### config.mk
export PLATFORM = sky130hd
export DESIGN_NAME = dac_stream_ctrl_flat
export DESIGN_NICKNAME = d
export VERILOG_FILES = /design/src/rtl/dac_stream_ctrl_if.sv /design/src/rtl/dac_stream_ctrl.sv /design/src/flat_wrapper.sv
export SDC_FILE = /design/constraint.sdc
export NUM_CORES = 1
export LEC_CHECK = 0
export ABC_AREA = 1
export CAP_MARGIN = 20
export CORE_MARGIN = 2
export CORE_UTILIZATION = 45
export DETAILED_ROUTE_END_ITERATION = 16
export DONT_BUFFER_PORTS = 1
export GPL_TIMING_DRIVEN = 0
export HOLD_SLACK_MARGIN = 0.15
export PLACE_DENSITY_LB_ADDON = 0.05
export SLEW_MARGIN = 5
export SYNTH_ARGS = -nofsm -noshare
export SYNTH_HDL_FRONTEND = slang
export SYNTH_SLANG_ARGS = --single-unit
### constraint.sdc
create_clock -name CLK -period 2.6 [get_ports CLK]
set_clock_uncertainty 0.15 [all_clocks]
set_input_delay 0.26 -clock CLK [delete_from_list [all_inputs] [get_ports CLK]]
set_output_delay 0.26 -clock CLK [all_outputs]
set_load 0.02 [all_outputs]
### src/rtl/dac_stream_ctrl_if.sv
`default_nettype none
// ============================================================================
//  Module      : dac_stream_ctrl_if
//  Description : Sample-stream, DAC-output and status bundle for
//                dac_stream_ctrl. The slave modport is the controller's
//                view; the master modport is the core/host side.
//  Revision    : 1.0 - initial release
// ============================================================================
interface dac_stream_ctrl_if #(
  parameter int DATA_W = 10,
  parameter int DEPTH  = 4,
  parameter int DIV_W  = 16
);
  localparam int c_lvl_w = $clog2(DEPTH) + 1;

  logic               enable;
  logic [DIV_W-1:0]   div;
  logic               s_valid;
  logic [DATA_W-1:0]  s_data;
  logic               s_ready;
  logic [DATA_W-1:0]  dac_d;
  logic               dac_strobe;
  logic               underrun;
  logic               clr_underrun;
  logic [c_lvl_w-1:0] level;
  logic [1:0]         state;

  modport master (
    output enable, div, s_valid, s_data, clr_underrun,
    input  s_ready, dac_d, dac_strobe, underrun, level, state
  );

  modport slave (
    input  enable, div, s_valid, s_data, clr_underrun,
    output s_ready, dac_d, dac_strobe, underrun, level, state
  );
endinterface
`default_nettype wire

### src/rtl/dac_stream_ctrl.sv
`default_nettype none
// ============================================================================
//  Module      : dac_stream_ctrl
//  Description : Buffers core samples in a small FIFO and paces them into
//                the DAC at a programmable period. Streaming starts once the
//                FIFO is primed; an empty FIFO at a sample tick holds the last
//                DAC code, raises a sticky underrun flag and re-primes.
//  Revision    : 1.0 - initial release
// ============================================================================
module dac_stream_ctrl #(
  parameter int DATA_W    = 10,
  parameter int DEPTH     = 4,
  parameter int DIV_W     = 16,
  parameter int PRIME_LVL = 2,
  parameter int IDLE_CODE = 512
) (
  input wire               CLK,
  input wire               reset,
  dac_stream_ctrl_if.slave bus
);

  localparam int c_ptr_w = $clog2(DEPTH);
  localparam int c_lvl_w = $clog2(DEPTH) + 1;

  localparam logic [1:0] c_st_idle  = 2'd0;
  localparam logic [1:0] c_st_prime = 2'd1;
  localparam logic [1:0] c_st_run   = 2'd2;

  logic [1:0]         r_state;
  logic [1:0]         w_next_state;
  logic [DIV_W-1:0]   r_cnt;
  logic [DATA_W-1:0]  r_mem [DEPTH];
  logic [c_ptr_w-1:0] r_wr_ptr;
  logic [c_ptr_w-1:0] r_rd_ptr;
  logic [c_lvl_w-1:0] r_level;
  logic [DATA_W-1:0]  r_dac;
  logic               r_strobe;
  logic               r_underrun;

  logic w_full;
  logic w_empty;
  logic w_primed;
  logic w_tick;
  logic w_push;
  logic w_pop;
  logic w_underrun_set;
  logic w_cnt_clear;
  logic w_cnt_load;
  logic w_cnt_dec;

  // FIFO status is taken from the registered level only, so s_ready never
  // depends on a same-cycle pop.
  assign w_full   = (r_level == c_lvl_w'(DEPTH));
  assign w_empty  = (r_level == '0);
  assign w_primed = (r_level >= c_lvl_w'(PRIME_LVL));
  assign w_tick   = (r_cnt == '0);
  assign w_push   = bus.s_valid & ~w_full;

  // State register
  always_ff @(posedge CLK) begin
    if (reset) begin
      r_state <= c_st_idle;
    end else begin
      r_state <= w_next_state;
    end
  end

  // Next-state decode; dropping enable returns to IDLE from any state
  always_comb begin
    w_next_state = r_state;
    if (!bus.enable) begin
      w_next_state = c_st_idle;
    end else begin
      case (r_state)
        c_st_idle:  w_next_state = c_st_prime;
        c_st_prime: if (w_primed) w_next_state = c_st_run;
        c_st_run:   if (w_tick && w_empty) w_next_state = c_st_prime;
        default:    w_next_state = c_st_idle;
      endcase
    end
  end

  // Per-state actions: counter control, pop and underrun detection
  always_comb begin
    w_pop          = 1'b0;
    w_underrun_set = 1'b0;
    w_cnt_clear    = 1'b0;
    w_cnt_load     = 1'b0;
    w_cnt_dec      = 1'b0;
    if (!bus.enable) begin
      w_cnt_clear = 1'b1;
    end else begin
      case (r_state)
        c_st_idle:  w_cnt_clear = 1'b1;
        c_st_prime: w_cnt_load  = w_primed;
        c_st_run: begin
          if (!w_tick) begin
            w_cnt_dec = 1'b1;
          end else if (!w_empty) begin
            w_pop      = 1'b1;
            w_cnt_load = 1'b1;
          end else begin
            // Counter stays at zero while re-priming.
            w_underrun_set = 1'b1;
          end
        end
        default: w_cnt_clear = 1'b1;
      endcase
    end
  end

  // Sample-period counter; div is only sampled on reload
  always_ff @(posedge CLK) begin
    if (reset || w_cnt_clear) begin
      r_cnt <= '0;
    end else if (w_cnt_load) begin
      r_cnt <= bus.div;
    end else if (w_cnt_dec) begin
      r_cnt <= r_cnt - DIV_W'(1);
    end
  end

  // FIFO storage; contents need no reset since level gates every read
  always_ff @(posedge CLK) begin
    if (w_push) begin
      r_mem[r_wr_ptr] <= bus.s_data;
    end
  end

  // FIFO pointers and occupancy; pointers wrap naturally at DEPTH
  always_ff @(posedge CLK) begin
    if (reset) begin
      r_wr_ptr <= '0;
      r_rd_ptr <= '0;
      r_level  <= '0;
    end else begin
      if (w_push) r_wr_ptr <= r_wr_ptr + c_ptr_w'(1);
      if (w_pop)  r_rd_ptr <= r_rd_ptr + c_ptr_w'(1);
      case ({w_push, w_pop})
        2'b10:   r_level <= r_level + c_lvl_w'(1);
        2'b01:   r_level <= r_level - c_lvl_w'(1);
        default: r_level <= r_level;
      endcase
    end
  end

  // DAC code register and its one-cycle update strobe
  always_ff @(posedge CLK) begin
    if (reset) begin
      r_dac    <= DATA_W'(IDLE_CODE);
      r_strobe <= 1'b0;
    end else begin
      r_strobe <= w_pop;
      if (w_pop) r_dac <= r_mem[r_rd_ptr];
    end
  end

  // Sticky underrun flag; a new underrun beats a simultaneous clear
  always_ff @(posedge CLK) begin
    if (reset) begin
      r_underrun <= 1'b0;
    end else if (w_underrun_set) begin
      r_underrun <= 1'b1;
    end else if (bus.clr_underrun) begin
      r_underrun <= 1'b0;
    end
  end

  assign bus.s_ready    = ~w_full;
  assign bus.dac_d      = r_dac;
  assign bus.dac_strobe = r_strobe;
  assign bus.underrun   = r_underrun;
  assign bus.level      = r_level;
  assign bus.state      = r_state;

endmodule
`default_nettype wire

### src/flat_wrapper.sv
// flat-port wrapper written by rule: the top's interface ports become plain ports
module dac_stream_ctrl_flat 
#(
  parameter int DATA_W    = 10,
  parameter int DEPTH     = 4,
  parameter int DIV_W     = 16,
  parameter int PRIME_LVL = 2,
  parameter int IDLE_CODE = 512
)
  (CLK, reset, bus_enable, bus_div, bus_s_valid, bus_s_data, bus_clr_underrun, bus_s_ready, bus_dac_d, bus_dac_strobe, bus_underrun, bus_level, bus_state);
  dac_stream_ctrl_if #(.DATA_W(DATA_W), .DEPTH(DEPTH), .DIV_W(DIV_W)) bus_i ();
  input wire CLK;
  input wire reset;
  input wire logic [$bits(bus_i.enable)-1:0] bus_enable;
  input wire logic [$bits(bus_i.div)-1:0] bus_div;
  input wire logic [$bits(bus_i.s_valid)-1:0] bus_s_valid;
  input wire logic [$bits(bus_i.s_data)-1:0] bus_s_data;
  input wire logic [$bits(bus_i.clr_underrun)-1:0] bus_clr_underrun;
  output wire logic [$bits(bus_i.s_ready)-1:0] bus_s_ready;
  output wire logic [$bits(bus_i.dac_d)-1:0] bus_dac_d;
  output wire logic [$bits(bus_i.dac_strobe)-1:0] bus_dac_strobe;
  output wire logic [$bits(bus_i.underrun)-1:0] bus_underrun;
  output wire logic [$bits(bus_i.level)-1:0] bus_level;
  output wire logic [$bits(bus_i.state)-1:0] bus_state;
  assign bus_i.enable = bus_enable;
  assign bus_i.div = bus_div;
  assign bus_i.s_valid = bus_s_valid;
  assign bus_i.s_data = bus_s_data;
  assign bus_i.clr_underrun = bus_clr_underrun;
  assign bus_s_ready = bus_i.s_ready;
  assign bus_dac_d = bus_i.dac_d;
  assign bus_dac_strobe = bus_i.dac_strobe;
  assign bus_underrun = bus_i.underrun;
  assign bus_level = bus_i.level;
  assign bus_state = bus_i.state;
  dac_stream_ctrl #(.DATA_W(DATA_W), .DEPTH(DEPTH), .DIV_W(DIV_W), .PRIME_LVL(PRIME_LVL), .IDLE_CODE(IDLE_CODE)) u_core (.CLK(CLK), .reset(reset), .bus(bus_i));
endmodule
=== After elaboration in Yosys (flattened, before gate mapping) ===
Memory sizes are Yosys's and may differ from the RTL's. A register that Yosys moved wholly into a read port is not among the register bits.
Index checks and enable logic that the tools add are counted.

* $add $sub $neg: 5
* Order comparisons: 1
* Eq/ne operators: 7
* Multiplexer cells: 25
* Bitwise logic cells: 3
* Reductions and logical operators: 11

{| class="wikitable"
|+ Operators by type and width
! cell !! number
|-
| 16-bit two-way mux || 2
|-
| 1-bit two-way mux || 18
|-
| 16-bit logical NOT || 1
|-
| 16-bit by 1-bit subtractor with 16-bit output, second input constant || 1
|-
| 2-bit one-hot mux with 3 select lines || 1
|-
| 3-bit one-hot mux with 2 select lines || 1
|-
| 2-bit nonzero test || 3
|-
| 2-bit by 1-bit adder with 2-bit output, second input constant || 2
|-
| 2-bit by 1-bit == test with 1-bit output, second input constant || 2
|-
| 2-bit == test, second input constant || 2
|-
| 2-bit two-way mux || 2
|-
| 2-bit by 1-bit != test with 1-bit output, second input constant || 2
|-
| 2-bit OR reduction || 2
|-
| 3-bit by 1-bit adder with 3-bit output, second input constant || 1
|-
| 3-bit == test, second input constant || 1
|-
| 3-bit by 2-bit >= comparator with 1-bit output, second input constant || 1
|-
| 3-bit logical NOT || 1
|-
| 3-bit by 1-bit subtractor with 3-bit output, second input constant || 1
|-
| 2-bit logical NOT || 1
|-
| 1-bit NOT || 2
|-
| 1-bit one-hot mux with 2 select lines || 1
|-
| 2-bit AND reduction || 1
|-
| 1-bit AND || 1
|-
| 1-bit logical AND || 1
|-
| 1-bit logical OR || 1
|}

* Bits in registers: 27
* Bits in writable memories: 40
* Bits of input ports: 31
* Output and inout bits: 18
* Logic and storage cells: 60
* Memories: 1

{| class="wikitable"
|+ Memory list
! memory !! words !! width !! rd ports !! clocked after memory_dff !! wr ports !! line !! source
|-
| u_core.r_mem || 4 || 10 || 1 || 1 || 1 || dac_stream_ctrl.sv:32 || <nowiki>logic [DATA_W-1:0] r_mem [DEPTH];</nowiki>
|}

=== Longest topological paths before layout ===
Gate-level depths: netlist of the first run.

* Depth after elaboration: 7
* Mapped depth: 13
* Depth with buffers taken out: 13

=== Worst setup path before layout of the first run ===
No wires, ideal clock.

* Path kind: register to register
* From: register u_core.r_state[1] (netlist: u_core.bus.state[1])
* To: register u_core.r_level[2] (netlist: u_core.bus.level[2])
* Data arrival time: 2.250 ns
* Data required time: 2.328 ns
* Setup slack: 0.078 ns
* Stages on the path, launching flop included: 13
* Path buffers: 0
* Period minus slack after synthesis: 2.522 ns
* Path through: dfxtp_1 -> ha_1 -> inv_1 -> a21oi_1 -> inv_1 -> nor3_1 -> ha_1 -> inv_1 -> fa_1 -> a21oi_1 -> o21ai_0 -> o21ai_0 -> a21oi_1

* Cells in the longest elaborated chain, start to end: 5

{| class="wikitable"
|+ Ends and longest elaborated chain
! what !! line !! source
|-
| from (decl) || dac_stream_ctrl.sv:29 || <nowiki>logic [1:0] r_state;</nowiki>
|-
| from (signal assigned) || dac_stream_ctrl.sv:62 || <nowiki>r_state <= c_st_idle;</nowiki>
|-
| from (signal assigned) || dac_stream_ctrl.sv:64 || <nowiki>r_state <= w_next_state;</nowiki>
|-
| 2-bit == test (*) || dac_stream_ctrl.sv:93 || <nowiki>case (r_state)</nowiki>
|-
| 1-bit two-way mux (*) || dac_stream_ctrl.sv:93 ||
|-
| 1-bit two-way mux (*) || dac_stream_ctrl.sv:90 || <nowiki>if (!bus.enable) begin</nowiki>
|-
| net u_core.w_pop || dac_stream_ctrl.sv:45 || <nowiki>logic w_pop;</nowiki>
|-
| 2-bit by 1-bit == test with 1-bit output or 2-bit == test (tied branches) || dac_stream_ctrl.sv:139 || <nowiki>case ({w_push, w_pop})</nowiki>
|-
| 3-bit one-hot mux with 2 select lines or 2-bit nonzero test (tied branches) || - ||
|-
| to (signal assigned) || dac_stream_ctrl.sv:140 || <nowiki>2'b10: r_level <= r_level + c_lvl_w'(1);</nowiki>
|-
| to (signal assigned) || dac_stream_ctrl.sv:141 || <nowiki>2'b01: r_level <= r_level - c_lvl_w'(1);</nowiki>
|-
| to (signal assigned) || dac_stream_ctrl.sv:142 || <nowiki>default: r_level <= r_level;</nowiki>
|-
| to (decl) || dac_stream_ctrl.sv:35 || <nowiki>logic [c_lvl_w-1:0] r_level;</nowiki>
|}

Mark *: on every way through the listed nets, which the timed path passes. The rest lies on a longest branch.
A chain may end at the register's enable or synchronous reset.

=== Worst setup path in the final report of the first run ===
* From: register u_core.r_state[0] (netlist: u_core.bus.state[0])
* To: register u_core.r_level[2] (netlist: u_core.bus.level[2])

The elaborated chain is that of the path after synthesis.

==> key figures, run 1 <==
Synth
  • Syn avg cell area: 8.376 sq um
  • Most frequent cells after synthesis: nand2_1 (83), nor2_1 (82), inv_1 (43)
  • Total of warnings raised by yosys: 0
  • Sequential cell area fraction in the yosys report: 0.5129
  • Netlist cell types: 31
  • Top FF cell, synth: edfxtp_1
  • Syn Nets: 495
  • Flops & latches, synth: 77
  • Synth area leaders: edfxtp_1 (32%), dfxtp_1 (20%), nand2_1 (8.2%)
  • Post-synth top area share: 0.3173
  • Asr flop ratio synth: 0
  • Cell taking the most area after synthesis: edfxtp_1
  • Most common cell in the netlist: nand2_1
  • EDFF count, synth: 40
  • Post-Syn Area: 0.003786 sq mm
  • Mapped Cells: 452

Route
  • Post-Route WL: 9.051 mm
  • ANT nets after route: 0
  • DR vias: 3,028
  • Iteration-0 DRC Markers: 133
  • # DRC: 0
  • Iteration count of the initial detailed-routing pass: 4
  • Vias/cell: 5.005
  • Drt wl/cell: 14.96 microns

Timing
  • Final period util: 0.9389
  • Setup TNS: 0 ns
  • Final setup viols: 0
  • Worst-Margin Slew: 0.9853 ns
  • FMAX: 409.6 MHz
  • Final hold vios: 0
  • Tmin final: 2.441 ns
  • Worst slew margin: 0.3407
  • Max-slew violations: 0

CTS
  • Clk root buf: clkbuf_8
  • Worst-path clk slew: 0.09 ns
  • CTS sink count: 77
  • CTS tree: yes
  • Clock latency on the worst-skew pair: 0.35 ns
  • Total CTS buffers: 9
  • Clk buf depth: 2
  • H-tree levels: 3

Place
  • Dpl cell area: 0.003918 sq mm
  • Post-DP HPWL: 6.020 mm
  • RD Place Congestion: 0.8269
  • Input/output buffers: 0

Pwr
  • Sw Share: 0.2596
  • Leak: 0.001854 uW
  • Worst vdd rail ir drop: 0.4936 mV
  • Comb pwr share: 0.081
  • Design internal power: 1856 uW
  • P per Cell Area: 558.7 mW/mm^2
  • Clock power share: 0.379
  • Reg power frac: 0.540
  • NetSw: 650.8 uW

Worst setup path
  • Worst setup path category: flip-flop to flip-flop
  • Type of element capturing the critical path: flip-flop
  • Critical Path RT: 2.68 ns
  • Arr. time, crit path: 2.52 ns
  • Worst setup SP type: flip-flop
  • Reg-to-Reg Start: u_core.bus.state[0]$_SDFFE_PP0P_
  • Crit-path max FO: 5
  • Worst Setup SP: u_core.bus.state[0]$_SDFFE_PP0P_

Die
  • Initial core utilization: 0.4631
  • Die area: 0.009163 sq mm
  • Die H: 95.73 microns
  • Core ar.: 0.008175 sq mm
  • IO Count: 49
  • Die X: 95.73 microns
  • Site Rows: 33

Layout
  • Multi-input logic area: 0.001642 sq mm
  • Reg area: 0.001947 sq mm
  • Nets: 538
  • Fill count: 782
  • Share of cells above drive strength 1: 0.09200
  • Inserted Diodes: 0
  • Area Growth Syn to Fin: 18.51%
  • Post-route cell area: 0.004487 sq mm

Global routing
  • Initial antenna violation count: 0
  • Overall routing resource usage: 0.2105
  • Largest net degree at the start of global routing: 16
  • Total gr overflow: 0
  • Vias in the first global route: 2,892
  • Global-route wire length before repair: 14.35 mm

Hold path
  • Hold Path Origin: bus_enable
  • Hold Crit Class: primary input to flip-flop

Flow run
  • Max-cap violations: 0

Outcome
  • Outcome: complete, no violations
[critical path, stage by stage (launching register included)]
cell and delay (ns):
dfxtp_4 0.39, inv_1 0.12, ha_2 0.22, inv_1 0.05, a21oi_2 0.12, inv_1 0.08, nor3_2 0.15, ha_1 0.16
inv_1 0.06, fa_1 0.37, a21oi_1 0.14, o21ai_0 0.13, o21ai_1 0.13, a21oi_1 0.05
[layout make-up]
cell class,count,area share
sequential,77,0.4339
multi-input combinational,316,0.3659
timing repair buffer,32,0.07027
inverter,45,0.03765
tap,105,0.02928
clock buffer,9,0.02761
clock inverter,7,0.01813
buffer,14,0.01729
[placed cells by master (no fill, tap or decap), types with 4 or more instances in the layout]
| master | count |
|---|---|
| a21oi_1 | 19 |
| a31oi_1 | 9 |
| buf_4 | 4 |
| clkbuf_1 | 6 |
| clkbuf_8 | 9 |
| dfxtp_1 | 35 |
| dlygate4sd3_1 | 30 |
| edfxtp_1 | 40 |
| ha_1 | 9 |
| inv_1 | 42 |
| nand2_1 | 82 |
| nand3_1 | 30 |
| nand3b_1 | 10 |
| nor2_1 | 81 |
| nor2_4 | 4 |
| o21ai_0 | 37 |
| xor2_1 | 7 |
[repair_timing]
action,CTS,global route
endpoints found under the setup margin,1,31
endpoints found under the hold margin,69,0
hold buffers,30,0
gates resized for setup,4,11
pin swaps,0,0
setup buffers,0,1
cloned,0,0
[sequential cells by signal, summed over array words and instances, names as in the netlist]
signal and cells:
u_core.r_mem 40, u_core.r_cnt 16, u_core.bus.dac_d 10, u_core.bus.level 3, u_core.bus.state 2, u_core.r_rd_ptr 2, u_core.r_wr_ptr 2, u_core.bus.dac_strobe 1
u_core.bus.underrun 1
[stage by stage]
step | power (uW) | util | hold slack, ns | worst slack [ns] | cells
after global routing | 2602 | 0.5488 | 0.3181 | -0.02986 | 605
after global placement | 1533 | 0.4792 | 0.1818 | -0.1318 | 557
after floorplan | 1493 | - | 0.1791 | 0.07788 | 452
after CTS | 2520 | 0.5421 | 0.2683 | 0.003971 | 603
after detailed placement | 1537 | 0.4792 | 0.1892 | -0.1617 | 557
final | 2507 | 0.5488 | 0.2760 | 0.1588 | 605
[final timing paths]
path,cells past startpoint,end,slack [ns]
max,13,u_core.bus.level[2]$_SDFFE_PP0P_,0.16
min,6,u_core.r_cnt[12]$_SDFFE_PP0P_,0.28
max reg2reg,13,u_core.bus.level[2]$_SDFFE_PP0P_,0.16
min reg2reg,2,u_core.r_cnt[1]$_SDFFE_PP0P_,0.36
[power groups by stage]
| stage | logic (uW) | registers, uW | clock network (uW) |
|---|---|---|---|
| floorplan | 117 | 1380 | 0 |
| global placement | 152 | 1380 | 0 |
| detailed placement | 155 | 1380 | 0 |
| CTS | 200 | 1350 | 966 |
| global route | 231 | 1360 | 1010 |
| finish | 203 | 1350 | 951 |
[logic make-up after synthesis]
logic type	share of synthesized area
flops	0.5129
xor+xnor	0.01851
fa+ha+maj	0.04164
buf+inv	0.06510
compound gates	0.09617
simple gates	0.2657
[per-layer routing]
metal / wire length, microns / part of all wire / vias to the layer above / track usage
li1: - / - / 1572 / -
met1: 3984 / 0.44 / 1402 / 0.2417
met2: 4625 / 0.51 / 45 / 0.3864
met3: 338 / 0.037 / 9 / 0.04542
met4: 102 / 0.011 / 0 / 0.07024
met5: 0 / 0 / - / 0
Power figures use the tool's default switching activity.
==> run 2: changes to the inputs <==
CELL_PAD_IN_SITES_DETAIL_PLACEMENT = 2   (was default)
CELL_PAD_IN_SITES_GLOBAL_PLACEMENT = 2   (was default)
CORE_UTILIZATION = 33   (was 45)
DONT_BUFFER_PORTS = default   (was 1)
==> run 2 against run 1 <==
  * Combinational power is 33% higher
  * Largest cell class unchanged
  * Final cell count up 9.8%
  * Non-clock buffer count is 21 higher
  * Hold slack improved by 0.059 ns
  * Register-to-register slack better by 0.02 ns
  * Clock power is 42% higher
  * Fmax rose by 0.81%
  * Sequential cell count did not move
  * Power increased by 18%
==> key figures, run 2 (synthesized netlist as in run 1, its figures left out) <==
Timing
  • Setup TNS: 0 ns
  • Final setup margin: 0.1785 ns
  • Worst-Margin Slew: 0.7021 ns
  • Final hold vios: 0
  • Worst slew margin: 0.5319
  • Final period util: 0.9313
  • Max-slew violations: 0
  • FMAX: 413.0 MHz
  • Final setup viols: 0
  • Tmin final: 2.421 ns

Die
  • Die X: 111.1 microns
  • Site Rows: 39
  • Core ar.: 0.01132 sq mm
  • IO Count: 49
  • Die H: 111.1 microns
  • Initial core utilization: 0.3344
  • Die area: 0.01235 sq mm

Pwr
  • Design internal power: 2278 uW
  • Sw Share: 0.2322
  • P per Cell Area: 610.5 mW/mm^2
  • Reg power frac: 0.453
  • Leak: 0.001982 uW
  • Comb pwr share: 0.091
  • Worst vdd rail ir drop: 0.4346 mV
  • NetSw: 689.2 uW
  • Clock power share: 0.456

Route
  • Iteration-0 DRC Markers: 120
  • Drt wl/cell: 18.23 microns
  • DR vias: 3,327
  • Post-Route WL: 12.10 mm
  • Vias/cell: 5.011
  • ANT nets after route: 0
  • # DRC: 0
  • Iteration count of the initial detailed-routing pass: 4

Global routing
  • Largest net degree at the start of global routing: 14
  • Overall routing resource usage: 0.2061
  • Grt met1 use: 0.2594
  • Met3 usage: 0.04866
  • Initial antenna violation count: 0
  • Global-route wire length before repair: 19.49 mm
  • Vias in the first global route: 3,589
  • Routing usage on met2: 0.3591
  • Total gr overflow: 0
  • Gr busiest metal: met2

Place
  • Post-DP HPWL: 8.390 mm
  • RD Place Congestion: 0.8114
  • Input/output buffers: 48
  • Pre-CTS setup slack: -0.06552 ns

Worst setup path
  • Crit-path max FO: 5
  • Type of element capturing the critical path: flip-flop
  • Worst setup SP type: flip-flop
  • Worst setup path category: flip-flop to flip-flop
  • Arr. time, crit path: 2.50 ns
  • Critical Path RT: 2.68 ns

CTS
  • Clock latency on the worst-skew pair: 0.35 ns
  • Hold-fix buffers, CTS: 0
  • Worst-path clk slew: 0.06 ns
  • Clk buf depth: 2
  • H-tree levels: 3
  • CTS sink count: 77
  • Total CTS buffers: 9
  • CTS tree: yes
  • Clk root buf: clkbuf_16

Layout
  • Max reg flops: 40
  • Fill count: 1,291
  • Most frequent cells in the layout: nand2_1 (83), nor2_1 (80), clkdlybuf4s50_1 (48)
  • Area Growth Syn to Fin: 28.39%
  • Reg area: 0.001944 sq mm
  • Final core utilization: 0.4294
  • Multi-input logic area: 0.001640 sq mm
  • Nets: 559
  • Share of cells above drive strength 1: 0.09405
  • Biggest register: u_core.r_mem
  • Commonest non-fill, non-tap cell in the layout: nand2_1
  • Inserted Diodes: 0

Outcome
  • Outcome: complete, no violations

Hold path
  • Hold Crit Class: flip-flop to flip-flop

Flow run
  • Max-cap violations: 0
-- run 2: repair_timing --
action | in CTS | in global routing
endpoints found under the setup margin | 1 | 10
resized for setup | 5 | 11
setup buffers | 1 | 0
-- run 2: path summary, 6_finish.rpt --
kind,startpoint,to,slack [ns],cells after the start
setup / recovery,u_core.bus.state[0]$_SDFFE_PP0P_,u_core.bus.level[2]$_SDFFE_PP0P_,0.18,13
hold / removal,u_core.bus.underrun$_SDFFE_PP0P_,u_core.bus.underrun$_SDFFE_PP0P_,0.33,2
setup reg to reg,u_core.bus.state[0]$_SDFFE_PP0P_,u_core.bus.level[2]$_SDFFE_PP0P_,0.18,13
hold reg to reg,u_core.bus.underrun$_SDFFE_PP0P_,u_core.bus.underrun$_SDFFE_PP0P_,0.33,2
-- run 2: critical path, stage by stage, from the launching register on --
cell     delay (ns)
dfxtp_2        0.34
inv_2          0.07
ha_2           0.22
inv_1          0.08
a21oi_2        0.14
inv_1          0.09
nor3_2         0.17
ha_1           0.16
inv_1          0.08
fa_1           0.41
a21oi_2        0.14
o21ai_1        0.08
o21ai_1        0.12
a21oi_1        0.05
-- run 2: cell type report --
cell class / count / area share
buffer: 14 / 0.01596
tap: 143 / 0.03681
sequential: 77 / 0.4000
multi-input combinational: 316 / 0.3375
inverter: 45 / 0.03475
clock buffer: 11 / 0.04788
clock inverter: 5 / 0.01750
timing repair buffer: 53 / 0.1097
-- run 2: metrics by stage --
step           area, sq um  instances  power, uW  hold WS [ns]
2_1_floorplan         3786        452       1493        0.1791
3_3_place_gp          4446        643       1612        0.3013
3_5_place_dp          4446        643       1626        0.3159
4_1_cts               4792        660       2995        0.3436
5_1_grt               4861        664       3081        0.3815
6_report              4861        664       2968        0.3348
-- run 2: layer usage --
layer	up-vias	wire length [microns]
met3	12	496
met5	-	0
met4	0	136
met1	1632	5372
met2	61	6099
li1	1622	-
-- run 2: power by group through the flow --
stage | clock network, uW | registers (uW) | logic [uW]
after floorplan | 0 | 1380 | 117
after CTS | 1390 | 1340 | 263
after detailed placement | 0 | 1370 | 257
final | 1350 | 1340 | 270
after global routing | 1430 | 1350 | 301
after global placement | 0 | 1370 | 246
